File: src/rtl/brcomp_arbiter.sv
// brcomp_arbiter: shares one brcomp comparator between two requesters,
// sequencing IDLE -> CMP -> RSP and decoding funct3 into a taken decision.
module brcomp_arbiter #(
  parameter bit FAIR = 1'b1
) (
  input  logic        clk_i,
  input  logic        rst_ni,
  input  logic        req0_valid_i,
  output logic        req0_ready_o,
  input  logic [31:0] req0_rs1_i,
  input  logic [31:0] req0_rs2_i,
  input  logic [2:0]  req0_funct3_i,
  input  logic        req1_valid_i,
  output logic        req1_ready_o,
  input  logic [31:0] req1_rs1_i,
  input  logic [31:0] req1_rs2_i,
  input  logic [2:0]  req1_funct3_i,
  output logic        rsp0_valid_o,
  input  logic        rsp0_ready_i,
  output logic        rsp0_taken_o,
  output logic        rsp0_less_o,
  output logic        rsp0_equal_o,
  output logic        rsp0_illegal_o,
  output logic        rsp1_valid_o,
  input  logic        rsp1_ready_i,
  output logic        rsp1_taken_o,
  output logic        rsp1_less_o,
  output logic        rsp1_equal_o,
  output logic        rsp1_illegal_o,
  output logic [31:0] cmp_rs1_o,
  output logic [31:0] cmp_rs2_o,
  output logic        cmp_unsigned_o,
  input  logic        cmp_less_i,
  input  logic        cmp_equal_i,
  output logic        busy_o
);
  typedef enum logic [1:0] {IDLE, CMP, RSP} state_t;
  state_t      state;
  logic [31:0] op_rs1_q, op_rs2_q;
  logic [2:0]  f3_q;
  logic        owner_q, prio_q;
  logic        less_q, equal_q, taken_q, illegal_q;
  logic        rsp0_valid_q, rsp1_valid_q;
  logic        idle, gnt1, fire, taken_d;
  assign idle = state == IDLE;
  // Port 1 wins when alone, or on a tie when round-robin points at it.
  assign gnt1 = req1_valid_i && (!req0_valid_i || (FAIR && prio_q));
  assign fire = idle && (req0_valid_i || req1_valid_i);
  assign req0_ready_o = rst_ni && idle && req0_valid_i && !gnt1;
  assign req1_ready_o = rst_ni && idle && gnt1;
  // Bit 2 selects less vs equal, bit 0 inverts; 01x has no branch meaning.
  assign taken_d = f3_q[2] ? (cmp_less_i ^ f3_q[0]) : (!f3_q[1] && (cmp_equal_i ^ f3_q[0]));
  always_ff @(posedge clk_i or negedge rst_ni) begin
    if (!rst_ni) begin
      state        <= IDLE;
      op_rs1_q     <= '0;
      op_rs2_q     <= '0;
      f3_q         <= '0;
      owner_q      <= 1'b0;
      prio_q       <= 1'b0;
      less_q       <= 1'b0;
      equal_q      <= 1'b0;
      taken_q      <= 1'b0;
      illegal_q    <= 1'b0;
      rsp0_valid_q <= 1'b0;
      rsp1_valid_q <= 1'b0;
    end else begin
      case (state)
        IDLE: if (fire) begin
          op_rs1_q <= gnt1 ? req1_rs1_i : req0_rs1_i;
          op_rs2_q <= gnt1 ? req1_rs2_i : req0_rs2_i;
          f3_q     <= gnt1 ? req1_funct3_i : req0_funct3_i;
          owner_q  <= gnt1;
          if (FAIR) prio_q <= !gnt1;
          state    <= CMP;
        end
        CMP: begin
          less_q       <= cmp_less_i;
          equal_q      <= cmp_equal_i;
          taken_q      <= taken_d;
          illegal_q    <= !f3_q[2] && f3_q[1];
          rsp0_valid_q <= !owner_q;
          rsp1_valid_q <= owner_q;
          state        <= RSP;
        end
        RSP: if (owner_q ? rsp1_ready_i : rsp0_ready_i) begin
          rsp0_valid_q <= 1'b0;
          rsp1_valid_q <= 1'b0;
          state        <= IDLE;
        end
        default: state <= IDLE;
      endcase
    end
  end
  assign cmp_rs1_o      = op_rs1_q;
  assign cmp_rs2_o      = op_rs2_q;
  assign cmp_unsigned_o = f3_q[1];
  assign busy_o         = !idle;
  assign rsp0_valid_o   = rsp0_valid_q;
  assign rsp1_valid_o   = rsp1_valid_q;
  assign rsp0_taken_o   = taken_q;
  assign rsp1_taken_o   = taken_q;
  assign rsp0_less_o    = less_q;
  assign rsp1_less_o    = less_q;
  assign rsp0_equal_o   = equal_q;
  assign rsp1_equal_o   = equal_q;
  assign rsp0_illegal_o = illegal_q;
  assign rsp1_illegal_o = illegal_q;
endmodule
File: config.mk
export PLATFORM = sky130hd
export DESIGN_NAME = brcomp_arbiter
export DESIGN_NICKNAME = d
export VERILOG_FILES = /design/src/rtl/brcomp_arbiter.sv
export SDC_FILE = /design/constraint.sdc
export NUM_CORES = 1
export LEC_CHECK = 0
export BUFFER_PORTS_ARGS = -buffer_cell sky130_fd_sc_hd__buf_2
export CAP_MARGIN = 40
export CORE_ASPECT_RATIO = 1.75
export CORE_MARGIN = 1.5
export CORE_UTILIZATION = 46
export CTS_BUF_LIST = sky130_fd_sc_hd__clkbuf_8 sky130_fd_sc_hd__clkbuf_16
export DETAILED_ROUTE_END_ITERATION = 10
export PLACE_DENSITY = 0.85
export SYNTH_ARGS = -nofsm -noshare
export SYNTH_HDL_FRONTEND = slang
export SYNTH_SLANG_ARGS = --single-unit
File: constraint.sdc
create_clock -name clk_i -period 4.6 [get_ports clk_i]
set_input_delay 0.92 -clock clk_i [delete_from_list [all_inputs] [get_ports clk_i]]
set_output_delay 0.92 -clock clk_i [all_outputs]
set_load 0.1 [all_outputs]
# After elaboration in Yosys (flattened, before gate mapping)
# Cells that the tools add are included.
dict set report totals {
  output_inout_bits 78
  reg_bits 77
  inputBits 142
}
dict set report op_classes {
  n_reduce_logical 21
  n_mux 11
  bitwise 2
  n_eq_ne 4
}
# operator count
set ops {}
lappend ops {{2-to-1 mux 32 bit} 2}
lappend ops {{logical AND 1 bit} 8}
lappend ops {{logical NOT 1 bit} 6}
lappend ops {{case mux 2 bit (3 select lines)} 1}
lappend ops {{AND reduction 2 bit} 3}
lappend ops {{2-to-1 mux 2 bit} 2}
lappend ops {{case mux 1 bit (2 select lines)} 2}
lappend ops {{2-to-1 mux 1 bit} 3}
lappend ops {{2-to-1 mux 3 bit} 1}
lappend ops {{== test 2 x 1 -> 1 bit, second input constant} 1}
lappend ops {{== test 2 bit, second input constant} 1}
lappend ops {{logical NOT 2 bit} 1}
lappend ops {{logical OR 1 bit} 2}
lappend ops {{inequality test 2 x 1 -> 1 bit, second input constant} 1}
lappend ops {{inequality test 2 bit, second input constant} 1}
lappend ops {{nonzero test 2 bit} 1}
lappend ops {{XOR 1 bit} 2}

# Depth between registers and ports, before layout
# Gate-level depths: netlist (run 1).
dict set report logic_depth {
  word_depth 5
  mapped_depth 7
}

# Worst setup path after synthesis (run 1)
# No wires, ideal clock.
dict set report synth_timing {
  kind {input -> output}
  start {in req0_valid_i}
  end {out req1_ready_o}
  setup_slack_ps 1386
  required_time_ps 3680
  cell_stages 6
  n_path_buf 3
  arrival_ps 2294
  path_cell_list {or2b_1 > and3_1 > buf_6 > buf_6 > buf_6 > and2_1}
}
dict set report synth_between {
  elab_chain_cells 4
}
# item line_no
set synth_rtl {}
lappend synth_rtl {{start, declared} 8} ;# input logic req0_valid_i,
lappend synth_rtl {{logical NOT 1 bit} 47} ;# assign gnt1 = req1_valid_i && (!req0_valid_i || (FAIR && prio_q));
lappend synth_rtl {{logical OR 1 bit} 47}
lappend synth_rtl {{logical AND 1 bit} 47}
lappend synth_rtl {{logical AND 1 bit} 50} ;# assign req1_ready_o = rst_ni && idle && gnt1;
lappend synth_rtl {{end, declared} 14} ;# output logic req1_ready_o,
# Every way passes these cells.

# Worst setup path in the final report (run 1)
dict set report layout_timing {
  start {reg state[1]}
  end {out req1_ready_o}
}
dict set report layout_between {
  elab_chain_cells 3
}
# item line_no
set layout_rtl {}
lappend layout_rtl {{start, declared} 38} ;# state_t state;
lappend layout_rtl {{start signal, assigned} 55} ;# state <= IDLE;
lappend layout_rtl {{start signal, assigned} 75} ;# state <= CMP;
lappend layout_rtl {{start signal, assigned} 84} ;# state <= RSP;
lappend layout_rtl {{logical NOT 2 bit} 45} ;# assign idle = state == IDLE;
lappend layout_rtl {{logical AND 1 bit (2 in series)} 50}
# Every way passes these cells.

==> out/metrics.cfg, run 1 <==
[floorplan]
fp.dieH_um=119.2
initial_utilization_pct=47.27
die_w_um=69.43
fp-row-count=42
pin_count=220
die-area_um2=8279
coreArea_um2=7515

[routing]
drc=0
drt_iter0_drc=193
dr.pass1.iters=4
viasPerCell=5.739
routed_wirelength_mm=10.56
drt.antenna.violating_nets=0
detail_route.wl_per_cell_um=18.24
vias=3323

[clocking]
hold_buffers=0
cts_max_level=3
cts-buffers-inserted=9
cts_tree=yes
postCtsSetupRepairBufs=0
cts.sinks=77
clk_pin_slew_worst_paths_ps=60
cts_root_buf=clkbuf_16
clk_path_buf_depth=2
cts-resized-gates=0
worstSkewPairLatency_ps=330

[layout]
layout.nets=628
fillers=595
n_antenna_cell=0
area_growth_pct=38.22
drive_above_1_share_pct=49.90
utilization_pct=65.33
seq_area_um2=1927
multi_input_area_um2=1420

[critical_path]
rr_worst_depth=4
crit_type=flop to output port
critPathCaptureType=output port
worst-path-stages=4
crit_family=simple AND/OR/NAND/NOR gates
crit_path_top_delay_cell=nor2_4
path_cells=nor2_4 -> and3_2 -> and2_1 -> buf_2
path_buf_inv=1
crit_path_max_incr_delay_ps=590
cp.arrival_ps=2300
worstPathMaxFanout=38
worstSetupStartpointType=flop
critical_path_required_ps=3680

[yosys]
synth_top_area_share_pct=54.24
yosys_warnings=0
seq_area_frac_synth_pct=54.24
synth_ff_type=dfrtp_1
synth_nets=429
synth_compound_area_share_pct=35.01
synth.area.top_cells=dfrtp_1 (54%), a221o_1 (19%), a21boi_0 (14%)
synth_top_family_by_area=compound AO/OA/AOI/OAI gates
synthCells=287
synth_xor_area_share_pct=0
synth_cell_types=28
yosysTopAreaCell=dfrtp_1
synth-simple-area-share_pct=3.839
ys_ff_latch=77
muxShareOfSynthArea_pct=0.9158
synth_edf_count=0
async_flop_share_pct=100.0
post-synth-top-count-cell=dfrtp_1
syn-cell-area_um2=3552
ys_top_cells_by_count=dfrtp_1 (77), a21boi_0 (67), a221o_1 (67)
syn_area_per_cell_um2=12.38
synthAdderAreaFrac_pct=0

[grt]
grt_pass1_vias=3394
grtUsageTotal_pct=25.27
grt_first_pass_wirelength_mm=16.64
grt_overflow=0
antenna_found_initial=0
grt_max_degree=69

[sta]
hold_viol=0
max_freq_ghz=0.3105
layout_min_cycle_time_ps=3221
rsz0062_at_grt=false
hold-worst-slack_ps=495.7
relSlewSlack_pct=51.65
setup_tns_ps=0
fin_ws_ps=1379
worst_slew_pin_slew_ps=723.5
finalSetupViolCount=0
skew_ps=5.791
period_share_pct=70.02
maxSlewViolCount=0

[job]
maxCapViolations=0

[placed_design]
io_buffers=219
gp_congestion=0.8903
place_ws_ps=1731
hpwl_mm=7.488

[run_status]
status=finished clean

[min_path]
hold_path_class=input port to asynchronous set/reset pin

[final timing paths]
check	from	slack, ps	endpoint
max	state[1]	1380	req1_ready_o
min	rst_ni	500	cmp_rs1_o[24]
max reg2reg	state[1]	2210	cmp_rs1_o[10]
min reg2reg	rsp0_taken_o	500	rsp0_taken_o
max in group asynchronous	rst_ni	3110	cmp_rs1_o[8]
min in group clk_i	rsp0_taken_o	500	rsp0_taken_o
[state kept, by name, indices dropped and copies added, names as in the netlist]
signal and cells:
rsp0_illegal_o 1, prio_q 1, owner_q 1, cmp_rs2_o 32
f3_q 3, rsp0_valid_o 1, rsp1_valid_o 1, state 2
rsp0_less_o 1, rsp0_taken_o 1, cmp_rs1_o 32, rsp0_equal_o 1
[layout by cell type (no fill, tap or decap), drive strengths merged]
cell	count
nand2b	3
clkinv	4
clkbuf	10
nor2b	1
buf	224
dfrtp	77
or2b	1
o311a	1
a21oi	3
mux2	2
a21o	2
and2	2
nor3	1
nand3b	4
nor2	2
a221oi	2
nand2	6
inv	4
or2	1
a221o	67
and3	2
o31ai	1
o21ai	1
a21boi	67
mux2i	1
nand3	1
bufinv	1
[kinds of logic (layout without fill, tap and decap cells)]
| group | count (synthesis) | count (layout) |
|---|---|---|
| flip-flops | 77 | 77 |
| AO/OA/AOI/OAI | 144 | 144 |
| AND/OR/NAND/NOR | 24 | 24 |
| multiplexers | 3 | 3 |
| buffers and inverters | 39 | 243 |
[layer usage]
layer  vias up  track usage, %  wire (um)
met5         -               0          0
li1       1531               -          -
met1      1603           30.44       3954
met2       159           42.19       5638
met3        30           5.415        611
met4         0           12.99        354
[worst reg2reg max path, delay by kind of cell, from the launching register on]
kind | cells | cell delay [ps]
AND/OR/NAND/NOR | 2 | 940
buffers and inverters | 1 | 570
flip-flops | 1 | 480
AO/OA/AOI/OAI | 1 | 340
[cell type report]
type                    count  area share [%]
flip-flops and latches     77           39.25
inverters                   3          0.2294
clock buffers              10           4.867
multi-input cells         171           28.92
clock inverters             6           1.096
well taps                  88           2.243
repair buffers            224           23.39
[per-stage QoR]
stage          area [um^2]  std cells
2_1_floorplan         3552        287
3_3_place_gp          4597        562
4_1_cts               4910        579
5_1_grt               4910        579
6_report              4910        579
3_5_place_dp          4617        563
Power of run 1 is not shown: default switching activity piles up to over one toggle a cycle in this logic, so the estimate is an artifact.
==> inputs of run 2 (changes only) <==
CORE_UTILIZATION = 39   (was 46)
PLACE_DENSITY = 0.77   (was 0.85)
clock period = 2.92 ns   (was 4.6 ns; I/O delays follow)
==> out/metrics.cfg, run 2 (synthesis results as in run 1) <==
[clocking]
cts-resized-gates=0
cts_tree=yes
postCtsSetupRepairBufs=0
cts.sinks=77
cts_max_level=3
worstSkewPairLatency_ps=320
clk_pin_slew_worst_paths_ps=60
hold_buffers=0
cts_root_buf=clkbuf_16
clk_path_buf_depth=2
cts-buffers-inserted=9

[placed_design]
hpwl_mm=7.577
dpl-instance-area_um2=4701
gp_congestion=0.8046
io_buffers=219

[critical_path]
worstPathMaxFanout=44
r2r_setup_slack_ps=680
timing.rr.end=cmp_rs2_o[5]
critical_path_required_ps=2340
critPathCaptureType=output port
rr_worst_depth=5
critical_path.endpoint=req0_ready_o
cp.arrival_ps=1980
reg2reg_from=state[1]
crit_type=flop to output port
cp-startpoint=state[1]
worstSetupStartpointType=flop

[floorplan]
coreArea_um2=8783
die_w_um=75.15
fp.dieH_um=129.3
fp-row-count=45
pin_count=220
die-area_um2=9712
initial_utilization_pct=40.44

[sta]
relSlewSlack_pct=51.66
layout_min_cycle_time_ps=2562
maxSlewViolCount=0
period_share_pct=87.73
finalSetupViolCount=0
hold_viol=0
worst_slew_pin_slew_ps=725.1
setup_tns_ps=0
skew_ps=9.702
max_freq_ghz=0.3903
rsz0062_at_grt=false

[routing]
dr.pass1.iters=4
viasPerCell=5.513
detail_route.wl_per_cell_um=17.17
routed_wirelength_mm=10.48
drt_iter0_drc=152
drc=0
vias=3363
drt.antenna.violating_nets=0

[layout]
finalInstanceArea_um2=4949
area_growth_pct=39.31
n_antenna_cell=0
layout.nets=632
drive_above_1_share_pct=49.90
mostFrequentLayoutCell=buf_2
final_cell_mix=buf_2 (216), dfrtp_1 (77), a21boi_0 (67), a221o_1 (67), buf_4 (10)

[grt]
grt_max_degree=69
grt_overflow=0
grtUsageTotal_pct=21.19
antenna_found_initial=1
grt_pass1_vias=3309
grt_first_pass_wirelength_mm=15.77

[min_path]
hold_path_class=input port to asynchronous set/reset pin

[job]
maxCapViolations=0

[run_status]
status=finished clean

==> run 2: worst min path at each step <==
| stage | start | to | slack, ps | cells after the start |
|---|---|---|---|---|
| 2_1_floorplan | rst_ni | cmp_rs1_o[0] | 290 | 0 |
| 3_3_place_gp | rsp0_illegal_o | rsp0_illegal_o | 480 | 2 |
| 3_5_place_dp | rsp0_illegal_o | rsp0_illegal_o | 490 | 2 |
| 4_1_cts | rst_ni | cmp_rs2_o[12] | 340 | 2 |
| 5_1_grt | rst_ni | cmp_rs1_o[17] | 370 | 2 |
| 6_report | rst_ni | cmp_rs2_o[25] | 320 | 2 |
==> run 2: worst max-delay path, cell delays in order, from the launching register on <==
cell and delay [ps]:
dfrtp_1 480, nor2_4 150, buf_4 380, and3_2 270, and2_1 180, buf_12 180
==> run 2: metrics by stage <==
step	hold WS [ps]	std cells	util, %	setup slack, ps
2_1_floorplan	288.4	287	-	351.5
3_3_place_gp	477.7	596	53.52	616.1
3_5_place_dp	493.6	596	53.52	588.5
4_1_cts	337.1	610	56.34	331.5
5_1_grt	369.4	610	56.34	223.8
6_report	325.0	610	56.34	358.2
==> run 2: cell type report <==
type                            instances  area [um^2]
Fill cell                             748         3835
Sequential cell                        77         1927
Clock inverter                          5        22.52
Multi-Input combinational cell        171         1420
Clock buffer                            9        225.2
Inverter                                3        11.26
Tap cell                              117        146.4
Timing Repair Buffer                  228         1196
==> run 2: metal layers <==
metal	wire (um)	share of wire [%]	track usage [%]
met1	4140	40	25.44
met2	5443	52	35.14
met3	521	5.0	4.743
met4	356	3.4	10.40
met5	13	0.12	0
Power of run 2 is left out for the same reason.
==> inputs of run 3 (changes only) <==
CORE_UTILIZATION = 40   (was 39)
CTS_BUF_LIST = sky130_fd_sc_hd__clkbuf_2 sky130_fd_sc_hd__clkbuf_4 sky130_fd_sc_hd__clkbuf_8   (was sky130_fd_sc_hd__clkbuf_8 sky130_fd_sc_hd__clkbuf_16)
PLACE_DENSITY = 0.78   (was 0.77)
==> out/metrics.cfg, run 3 (synthesis results as in run 1) <==
[routing]
vias=3318
routed_wirelength_mm=10.57
viasPerCell=5.457
drc=0
detail_route.wl_per_cell_um=17.39
drt.antenna.violating_nets=0
dr.pass1.iters=4
drt_iter0_drc=199

[clocking]
clk_path_buf_depth=2
cts_max_level=3
hold_buffers=0
worstSkewPairLatency_ps=340
cts.sinks=77
cts_root_buf=clkbuf_8
postCtsSetupRepairBufs=0
clk_pin_slew_worst_paths_ps=80
cts_tree=yes
cts-buffers-inserted=9
cts-resized-gates=0

[grt]
grt_first_pass_wirelength_mm=16.28
grt_pass1_vias=3404
grt_overflow=0
antenna_found_initial=0
grtUsageTotal_pct=22.42
grt_max_degree=69

[sta]
setup_tns_ps=0
max_freq_ghz=0.4087
worst_slew_pin_slew_ps=762.4
hold_viol=0
relSlewSlack_pct=49.17
fin_ws_ps=473.0
skew_ps=8.247
rsz0062_at_grt=false
period_share_pct=83.80
finalSetupViolCount=0
layout_min_cycle_time_ps=2447
maxSlewViolCount=0

[floorplan]
coreArea_um2=8671
initial_utilization_pct=40.97
pin_count=220
fp.dieH_um=127.7
fp-row-count=45
die-area_um2=9477
die_w_um=74.24

[placed_design]
hpwl_mm=7.276
place_ws_ps=817.2
gp_congestion=0.8466
io_buffers=219

[critical_path]
path_cells=nor2_4 -> and3_2 -> and2_1 -> buf_12
critPathCaptureType=output port
critical_path_required_ps=2340
reg2reg_from=state[1]
worstPathMaxFanout=21
worstSetupStartpointType=flop
crit_family=simple AND/OR/NAND/NOR gates
crit_path_top_delay_cell=dfrtp_1
crit_path_max_incr_delay_ps=490
path_buf_inv=1
crit_type=flop to output port
timing.rr.end=cmp_rs2_o[10]
rr_worst_depth=4
r2r_setup_slack_ps=780
cp.arrival_ps=1860

[run_status]
status=finished clean

[job]
maxCapViolations=0

[layout]
final_cell_mix=buf_2 (216), dfrtp_1 (77), a21boi_0 (67), a221o_1 (67), clkbuf_8 (11)
area_growth_pct=37.65
layout.nets=629
utilization_pct=56.39
mostFrequentLayoutCell=buf_2
drive_above_1_share_pct=50.10
n_antenna_cell=0

[min_path]
hold_path_class=input port to asynchronous set/reset pin

run 3: changes by cell type in the layout (fill, tap and decap cells not counted):
cell        previous run  this run
buf_12                 2         3
clkinvlp_4             0         1
clkbuf_16              9         0
clkinv_2               3         2
buf_4                 10         6
clkbuf_8               0        11
inv_1                  5         3
bufinv_16              0         1
run 3: worst max path at each step:
stage / from / endpoint / slack, ps / depth (start not counted)
3_3_place_gp: state[1] / req1_ready_o / 880 / 4
5_1_grt: state[1] / req0_ready_o / 370 / 4
2_1_floorplan: state[1] / req0_ready_o / 350 / 7
6_report: state[1] / req0_ready_o / 470 / 4
4_1_cts: state[1] / req0_ready_o / 470 / 4
3_5_place_dp: state[1] / cmp_rs1_o[7] / 820 / 4
run 3: layer usage:
layer / wire length [um] / GRT usage [%] / vias up / part of all wire [%]
met5: 0 / 0 / - / 0
met2: 5589 / 36.66 / 152 / 53
met1: 4097 / 27.90 / 1612 / 39
li1: - / - / 1532 / -
met3: 614 / 5.110 / 22 / 5.8
met4: 272 / 9.626 / 0 / 2.6
run 3: layout make-up:
cell class	instances	area, um^2
Fill cell	779	3781
Sequential cell	77	1927
Multi-Input combinational cell	171	1420
Timing Repair Buffer	225	1186
Clock buffer	11	151.4
Tap cell	117	146.4
Clock inverter	4	47.55
Inverter	3	11.26
run 3: per-stage QoR:
step	cell area, um^2	std cells	hold WS (ps)
finish	4890	608	292.8
global route	4890	608	314.3
CTS	4890	608	295.7
detailed placement	4691	593	483.0
global placement	4691	593	478.9
floorplan	3552	287	288.4
Power of run 3 is left out for the same reason.
